==> config.mk <==
export PLATFORM = sky130hd
export DESIGN_NAME = gpio_irq_ctrl
export DESIGN_NICKNAME = d
export VERILOG_FILES = /design/src/rtl/gpio_irq_ctrl.sv
export SDC_FILE = /design/constraint.sdc
export NUM_CORES = 1
export LEC_CHECK = 0
export BUFFER_PORTS_ARGS = -buffer_cell sky130_fd_sc_hd__buf_2
export CAP_MARGIN = 20
export CORE_MARGIN = 1
export CORE_UTILIZATION = 49
export DETAILED_ROUTE_END_ITERATION = 10
export MAX_ROUTING_LAYER = met4
export PLACE_DENSITY = 0.92
export SLEW_MARGIN = 10
export SYNTH_ARGS = -nofsm -noshare
export SYNTH_HDL_FRONTEND = slang
export SYNTH_SLANG_ARGS = --single-unit
==> constraint.sdc <==
create_clock -name clk -period 3.9 [get_ports clk]
set_input_delay 0.39 -clock clk [delete_from_list [all_inputs] [get_ports clk]]
set_output_delay 0.39 -clock clk [all_outputs]
set_load 0.1 [all_outputs]
==> src/rtl/gpio_irq_ctrl.sv <==
// GPIO pad driver, input synchronizer/edge detector and interrupt pending latch.
// Optional input debounce filter is enabled by defining GPIO_DEBOUNCE_EN.
module gpio_irq_ctrl #(
   parameter int N_GPIO    = 8,
   parameter int DB_CYCLES = 4
) (
   input  logic                  clk,
   input  logic                  reset,
   input  logic [N_GPIO-1:0]     gpio_in,
   output logic [N_GPIO-1:0]     gpio_out,
   output logic [N_GPIO-1:0]     gpio_oe,
   input  logic [N_GPIO-1:0]     Reg_GPIO_en,
   input  logic [N_GPIO-1:0]     Reg_GPIO_out,
   input  logic [N_GPIO-1:0]     Reg_GPIO_int,
   input  logic [2*N_GPIO-1:0]   irq_mode,
   input  logic [N_GPIO-1:0]     irq_clr,
   output logic [N_GPIO-1:0]     gpio_rd,
   output logic [N_GPIO-1:0]     irq_pend,
   output logic                  maip
);

   logic [N_GPIO-1:0] r_out;
   logic [N_GPIO-1:0] r_oe;
   logic [N_GPIO-1:0] r_s1;
   logic [N_GPIO-1:0] r_s2;
   logic [N_GPIO-1:0] r_prev;
   logic [N_GPIO-1:0] r_pend;
   logic [1:0]        r_arm;
   logic [N_GPIO-1:0] w_rd;
   logic [N_GPIO-1:0] w_det_en;
   logic [N_GPIO-1:0] w_set;
   logic              w_armed;

   always_ff @(posedge clk or negedge reset) begin
      if (!reset) begin
         r_out  <= '0;
         r_oe   <= '0;
         r_s1   <= '0;
         r_s2   <= '0;
         r_prev <= '0;
         r_pend <= '0;
         r_arm  <= '0;
      end else begin
         r_out  <= Reg_GPIO_out;
         r_oe   <= Reg_GPIO_en;
         r_s1   <= gpio_in;
         r_s2   <= r_s1;
         r_prev <= w_rd;
         r_pend <= w_set | (r_pend & ~irq_clr);
         if (r_arm != 2'd3) begin
            r_arm <= r_arm + 2'd1;
         end
      end
   end

`ifdef GPIO_DEBOUNCE_EN
   localparam logic [7:0] DB_LAST = 8'(DB_CYCLES - 1);

   logic [7:0]        r_db_cnt [N_GPIO];
   logic [N_GPIO-1:0] r_filt;

   // A pin's filtered value follows s2 only after it has differed for DB_CYCLES cycles.
   always_ff @(posedge clk or negedge reset) begin
      if (!reset) begin
         r_filt <= '0;
         for (int i = 0; i < N_GPIO; i++) begin
            r_db_cnt[i] <= '0;
         end
      end else begin
         for (int i = 0; i < N_GPIO; i++) begin
            if (r_s2[i] != r_filt[i]) begin
               if (r_db_cnt[i] == DB_LAST) begin
                  r_filt[i]   <= r_s2[i];
                  r_db_cnt[i] <= '0;
               end else begin
                  r_db_cnt[i] <= r_db_cnt[i] + 8'd1;
               end
            end else begin
               r_db_cnt[i] <= '0;
            end
         end
      end
   end

   assign w_rd = r_filt;
`else
   assign w_rd = r_s2;
`endif

   // Holding off detection until the arm counter saturates hides pins already high at reset release.
   assign w_armed  = (r_arm == 2'd3);
   assign w_det_en = {N_GPIO{w_armed}} & ~Reg_GPIO_en & Reg_GPIO_int;

   always_comb begin
      w_set = '0;
      for (int i = 0; i < N_GPIO; i++) begin
         if (w_det_en[i]) begin
            case (irq_mode[2*i +: 2])
               2'b00:   w_set[i] = w_rd[i] & ~r_prev[i];
               2'b01:   w_set[i] = ~w_rd[i] & r_prev[i];
               2'b10:   w_set[i] = w_rd[i] ^ r_prev[i];
               default: w_set[i] = w_rd[i];
            endcase
         end
      end
   end

   assign gpio_out = r_out;
   assign gpio_oe  = r_oe;
   assign gpio_rd  = w_rd;
   assign irq_pend = r_pend;
   assign maip     = |(r_pend & Reg_GPIO_int);

endmodule

==> metrics, run 1 <==
area grow syn2layout=34.4%; critical path, cell by cell=a22oi_1 > nand4_1 > buf_2; crit end category=output port; Comb pwr share=22.9%; Switching Share=31.6%; Worst setup SP type=flop; R2R cell count=5; gr usage total=20.8%; Synth Cell Area=1960 um^2; fill count=302; vias in the first global route=1443; initial antenna violation count=0; Crit-path slowest cell=dfrtp_1; max-slew violations=0; Syn. warnings=0; Psw=403 uW; gr ovfl total=0; Post-CTS Setup Inserts=0; DR pass1 iterations=4; syn avg cell area=14.1 um^2; simple-gate share of the synthesized area=3.39%; CTS clk-pin slew, worst paths=90 ps; Mapped Cells=139; DIE WIDTH=65.2 um; reg2reg setup slack=2340 ps; Final WS setup=2120 ps; max-cap viol count=0; Max Freq=561 MHz; DR iter-0 viols=59; cell taking the most area after synthesis=dfrtp_1; per-cell routed wire length=13.1 um; period utilization=45.7%; WS Path Type=flop to output port; I/O Buffers=90; clock sink count=50; Final Util=70.2%; Pwr Density=485 nW/um^2; Rel. slew slack=66.9%; Num CTS Buffers=5; DRT antenna net count=0; Synth top area share=64.0%; Initial Utilization=52.2%; RSZ-0062 raised after global routing=no; main combinational cell family by area after synthesis=adder cells; Lkg Pwr=1.48 nW; sequential power share=44.2%; via/cell ratio=4.79; status=finished, final reports clean; drt total wl=3750 um; final hold vios=0; Worst Path Arrival=1390 ps; min-delay worst type=input pin to flop; clk buf depth=2; root buffer cell=clkbuf_8; crit path max fanout=3; ANT cells=0; layout cells sized above 1=45.4%; WHS Path Cells=1; GPL Wtd Cong=0.831; Vias=1371; Adder-Cell Fraction of Synth Area=10.9%; die height=65.2 um; Internal=873 uW; Area contributors post-synth=dfrtp_1 64%, ha_1 11%, mux4_2 9.2%; worst hold margin=193 ps; sequential share of the synthesized area=64.0%; total core area=3740 um^2; Layout Nets=312; Clk pwr share=32.9%; HPWL after detailed placement=2870 um; final worst path period need=1780 ps; final setup TNS=0 ps; Clock Latency Late Sink=290 ps; largest net degree at the start of global routing=51; first-pass GRT wire length=6240 um; post-synthesis mux area share=9.79%; xor/xnor share of the synthesized area=0.448%; hold_sp=gpio_in[6]; Worst Hold Endpoint=r_s1[6]; Final Skew=10.3 ps; r2r endpoint=irq_pend[2]; Post-Syn Nets=214; full die area=4250 um^2; FF-to-FF Start=gpio_rd[2]; io pins=91; Yosys reg bits=50; setup violators final=0; CP peak stage delay=420 ps; distinct cell type count after synthesis=12; cts repair resizes=0; worst endpoint required time=3510 ps; drt drc=0; CTS tree=yes; Compound-Gate Fraction of Synth Area=5.12%; Max VDD drop=351 uV; worst slack, placed=2350 ps; slew of the pin with the lowest slew margin=500 ps; row count=22; H-tree depth=2
==> worst max-delay path: cells and delay by family (launching register included) <==
kind,cells,cell delay [ps]
flops,1,420
buf+inv,1,310
compound gates,1,240
simple gates,1,120
==> kinds of logic (layout without fill, tap and decap cells) <==
family	Yosys count	in the layout
buf+inv	33	132
flops	50	50
xor+xnor	1	1
fa+ha+maj	17	17
simple gates	17	17
mux	9	9
compound gates	12	12
==> synthesized netlist by cell type <==
master    n
a22o_1    8
dfrtp_1  50
buf_2     1
nand4_1   1
xnor2_1   1
mux4_2    8
a22oi_1   4
mux2_2    1
inv_1    32
ha_1     17
nor2_1    8
nand2_1   8
==> flip-flops by register name, indices dropped and copies added (netlist names) <==
register,flops
r_arm,2
gpio_rd,8
gpio_out,8
irq_pend,8
r_prev,8
gpio_oe,8
r_s1,8
==> per-layer routing <==
layer	routed length [um]	part of all wire, %	vias to the layer above	global-route usage [%]
met1	1450	39	670	23.8
met5	0	0	-	-
met3	238	6.4	2	7.12
li1	-	-	644	-
met4	15	0.40	0	6.25
met2	2040	54	55	34.7
==> stage by stage <==
step | power (mW) | cell area [um^2] | instances
after floorplan | 0.785 | 1960 | 139
after global placement | 0.857 | 2460 | 276
after detailed placement | 0.865 | 2460 | 276
after CTS | 1.29 | 2600 | 284
after global routing | 1.33 | 2630 | 286
final | 1.28 | 2630 | 286
==> power groups by stage <==
| stage | registers [mW] | logic, mW | clock network [mW] |
|---|---|---|---|
| after floorplan | 0.722 | 0.0627 | 0 |
| after global placement | 0.572 | 0.284 | 0 |
| after detailed placement | 0.575 | 0.290 | 0 |
| after CTS | 0.564 | 0.291 | 0.433 |
| after global routing | 0.568 | 0.308 | 0.449 |
| final | 0.564 | 0.292 | 0.420 |
==> area by class of cell <==
type                       count  area [um^2]  share of cell area (%)
clock buffer                   5         68.8                    2.62
clock inverter                 3         68.8                    2.62
inverter                      32          120                    4.57
multi-input combinational     56          579                    22.0
sequential                    50         1250                    47.6
tap                           48         60.1                    2.28
timing repair buffer          92          480                    18.3
==> cells in the final DEF (no fill, tap or decap) <==
cell type       n
a22o_1          8
a22oi_1         4
buf_12          1
buf_2          90
bufinv_16       2
clkbuf_8        5
clkinv_4        1
dfrtp_1        50
dlygate4sd3_1   1
ha_1           17
inv_1          32
mux2_2          1
mux4_2          8
nand2_1         8
nand4_1         1
nor2_1          8
xnor2_1         1
==> how the worst max path moves through the flow <==
stage                end  cells past startpoint  slack [ps]             from
global route        maip                      3        2040      irq_pend[1]
finish              maip                      3        2120      irq_pend[1]
CTS                 maip                      3        2090      irq_pend[1]
floorplan           maip                      2        1530      irq_pend[0]
detailed placement  maip                      4        2350  Reg_GPIO_int[4]
global placement    maip                      4        2350  Reg_GPIO_int[4]
==> what timing repair did <==
item | CTS | global route
hold buffers | 0 | 1
hold endpoints to repair | 0 | 11
setup endpoints to repair | 0 | 0
Note: power is estimated with default switching activity, not from simulation.
==> inputs of run 2 (changes only) <==
- ABC_AREA: not set -> 1
- CORE_UTILIZATION: 49 -> 42
- PLACE_DENSITY: 0.92 -> 0.84
- clock period: 3.9 -> 1.6 ns (I/O delays scaled with it)
==> run 2 against run 1 <==
  * Sequential power increased by 140%
  * Critical path depth increased by 2
  * Hold slack got worse by 110 ps
  * Critical path type unchanged
  * Highest routed layer unchanged
==> metrics, run 2 <==
gr usage total=18.6%; Layout Nets=429; initial antenna violation count=0; placed inst area=2710 um^2; CP peak stage delay=490 ps; EDFF count, synth=0; RSZ-0062 raised after global routing=no; area of the multi-input gates=644 um^2; crit path max fanout=3; distinct cell type count after synthesis=9; root buffer cell=clkbuf_8; commonest non-fill, non-tap cell in the layout=buf_2; Max Freq=677 MHz; min-delay worst type=input pin to flop; Max VDD drop=588 uV; Synth top cells by count=70 x nand2_1, 57 x inv_1, 50 x dfrtp_1; reg2reg setup slack=460 ps; most common cell in the synthesized netlist=nand2_1; Design Power=2.90 mW; commonest non-fill, non-tap cells in the layout=89 x buf_2, 70 x nand2_1, 57 x inv_1; area grow syn2layout=44.5%; row count=25; full die area=5320 um^2; Final Skew=5.90 ps; Worst Path Arrival=1320 ps; DR pass1 iterations=4; per-cell routed wire length=10.7 um; clk buf depth=2; die height=72.9 um; max-slew violations=0; gr ovfl total=0; Synth top area share=59.2%; total core area=4790 um^2; final worst path period need=1480 ps; Syn. warnings=0; syn avg cell area=9.19 um^2; setup violators final=0; cell taking the most area after synthesis=dfrtp_1; FF+latch area=1280 um^2; ys flop type=dfrtp_1; io pins=91; Vias=1803; Mapped Cells=230; r2r endpoint=irq_pend[5]; R2R cell count=5; Final Util=63.8%; final instance area=3050 um^2; clock sink count=50; via/cell ratio=4.27; HPWL after detailed placement=3310 um; DIE WIDTH=72.9 um; worst endpoint required time=1440 ps; Synth Cell Area=2110 um^2; Num CTS Buffers=5; DR iter-0 viols=50; WS Path Type=flop to output port; Pwr Density=950 nW/um^2; first-pass GRT wire length=7240 um; status=finished, final reports clean; layout cells sized above 1=33.0%; drt drc=0; final hold vios=0; WHS Path Cells=4; post-synthesis async set-or-reset flop share=100%; sequential share of the synthesized area=59.2%; Post-Syn Nets=305; fill count=407; post-route insts no fill=422; Clock Latency Late Sink=300 ps; Worst setup SP type=flop; period utilization=92.3%; FF-to-FF Start=r_arm[0]; Area contributors post-synth=dfrtp_1 59%, nand2_1 12%, inv_1 10%; I/O Buffers=90; CTS clk-pin slew, worst paths=90 ps; H-tree depth=2; slew of the pin with the lowest slew margin=498 ps; largest net degree at the start of global routing=22; Worst Hold Endpoint=irq_pend[1]; Crit path max-delay family=flip-flops; crit end category=output port; worst path bufs/invs=1; max-cap viol count=0; CP dominant cell by count=nand2_1; vias in the first global route=1792; DRT antenna net count=0; ANT cells=0; Crit-path slowest cell=dfrtp_4; hold_sp=irq_clr[1]; Lkg Pwr=1.78 nW; Yosys reg bits=50; dpl cells=389; CTS tree=yes; Initial Utilization=44.2%; GPL Wtd Cong=0.775; drt total wl=4520 um; critical path, cell by cell=nand2_1 > nand2_1 > nor2_1 > nand4_1 > buf_4; Rel. slew slack=66.8%
## run 2: cell types whose count changed after synthesis
cell     change
a22oi_1      -4
nand2_1     +62
mux4_2       -8
a22o_1       -8
nand3_1     +24
inv_1       +25
nor2_1       +1
mux2_2       -1
inv_2        +1
buf_2        -1
## run 2: tightest hold or removal path: cells and delay by family
| family | cells | cell delay (ps) |
|---|---|---|
| buf+inv | 2 | 110 |
| simple gates | 2 | 80 |
## run 2: layout make-up
type / count / share of cell area, %
inverter: 58 / 7.13
sequential: 50 / 42.0
clock buffer: 6 / 2.70
multi-input combinational: 122 / 21.1
timing repair buffer: 117 / 23.9
clock inverter: 2 / 0.410
tap: 67 / 2.75
## run 2: worst max path at each step
| stage | cells after the start | endpoint | startpoint | slack [ps] |
|---|---|---|---|---|
| floorplan | 4 | maip | irq_pend[7] | -310 |
| global placement | 5 | maip | irq_pend[7] | 400 |
| detailed placement | 5 | maip | irq_pend[7] | 380 |
| CTS | 5 | maip | irq_pend[7] | 50 |
| global route | 5 | maip | irq_pend[7] | 40 |
| finish | 5 | maip | irq_pend[6] | 120 |
## run 2: repair_timing
item,4_1_cts,5_1_grt
endpoints found under the hold margin,43,0
gates resized for setup,0,2
setup endpoints to repair,0,1
hold buffers,25,0
setup buffers,0,0
## run 2: cell families after synthesis
group	share of synthesized area (%)
flops	59.2
simple gates	20.0
fa+ha+maj	10.1
xor+xnor	0.415
buf+inv	10.3
## run 2: layer usage
metal,share of wire (%),up-vias,GRT usage [%]
li1,-,920,-
met1,42,814,19.5
met2,52,64,34.8
met3,5.5,5,4.42
met4,1.0,0,5.01
met5,0,-,-
## run 2: report_power, final
group | total, mW | switching [mW] | leakage, nW | internal, mW
combinational | 0.777 | 0.582 | 1.17 | 0.195
sequential | 1.38 | 0.0395 | 0.569 | 1.34
clock | 0.742 | 0.394 | 0.0472 | 0.348
total | 2.90 | 1.02 | 1.78 | 1.88
## run 2: metrics by stage
step / setup slack, ps / TNS [ps] / hold slack (ps)
final: 123 / 0 / 85.9
after detailed placement: 382 / 0 / 158
after floorplan: -310 / -310 / -136
after CTS: 50.0 / 0 / 75.8
after global placement: 395 / 0 / 150
after global routing: 40.3 / 0 / 89.4
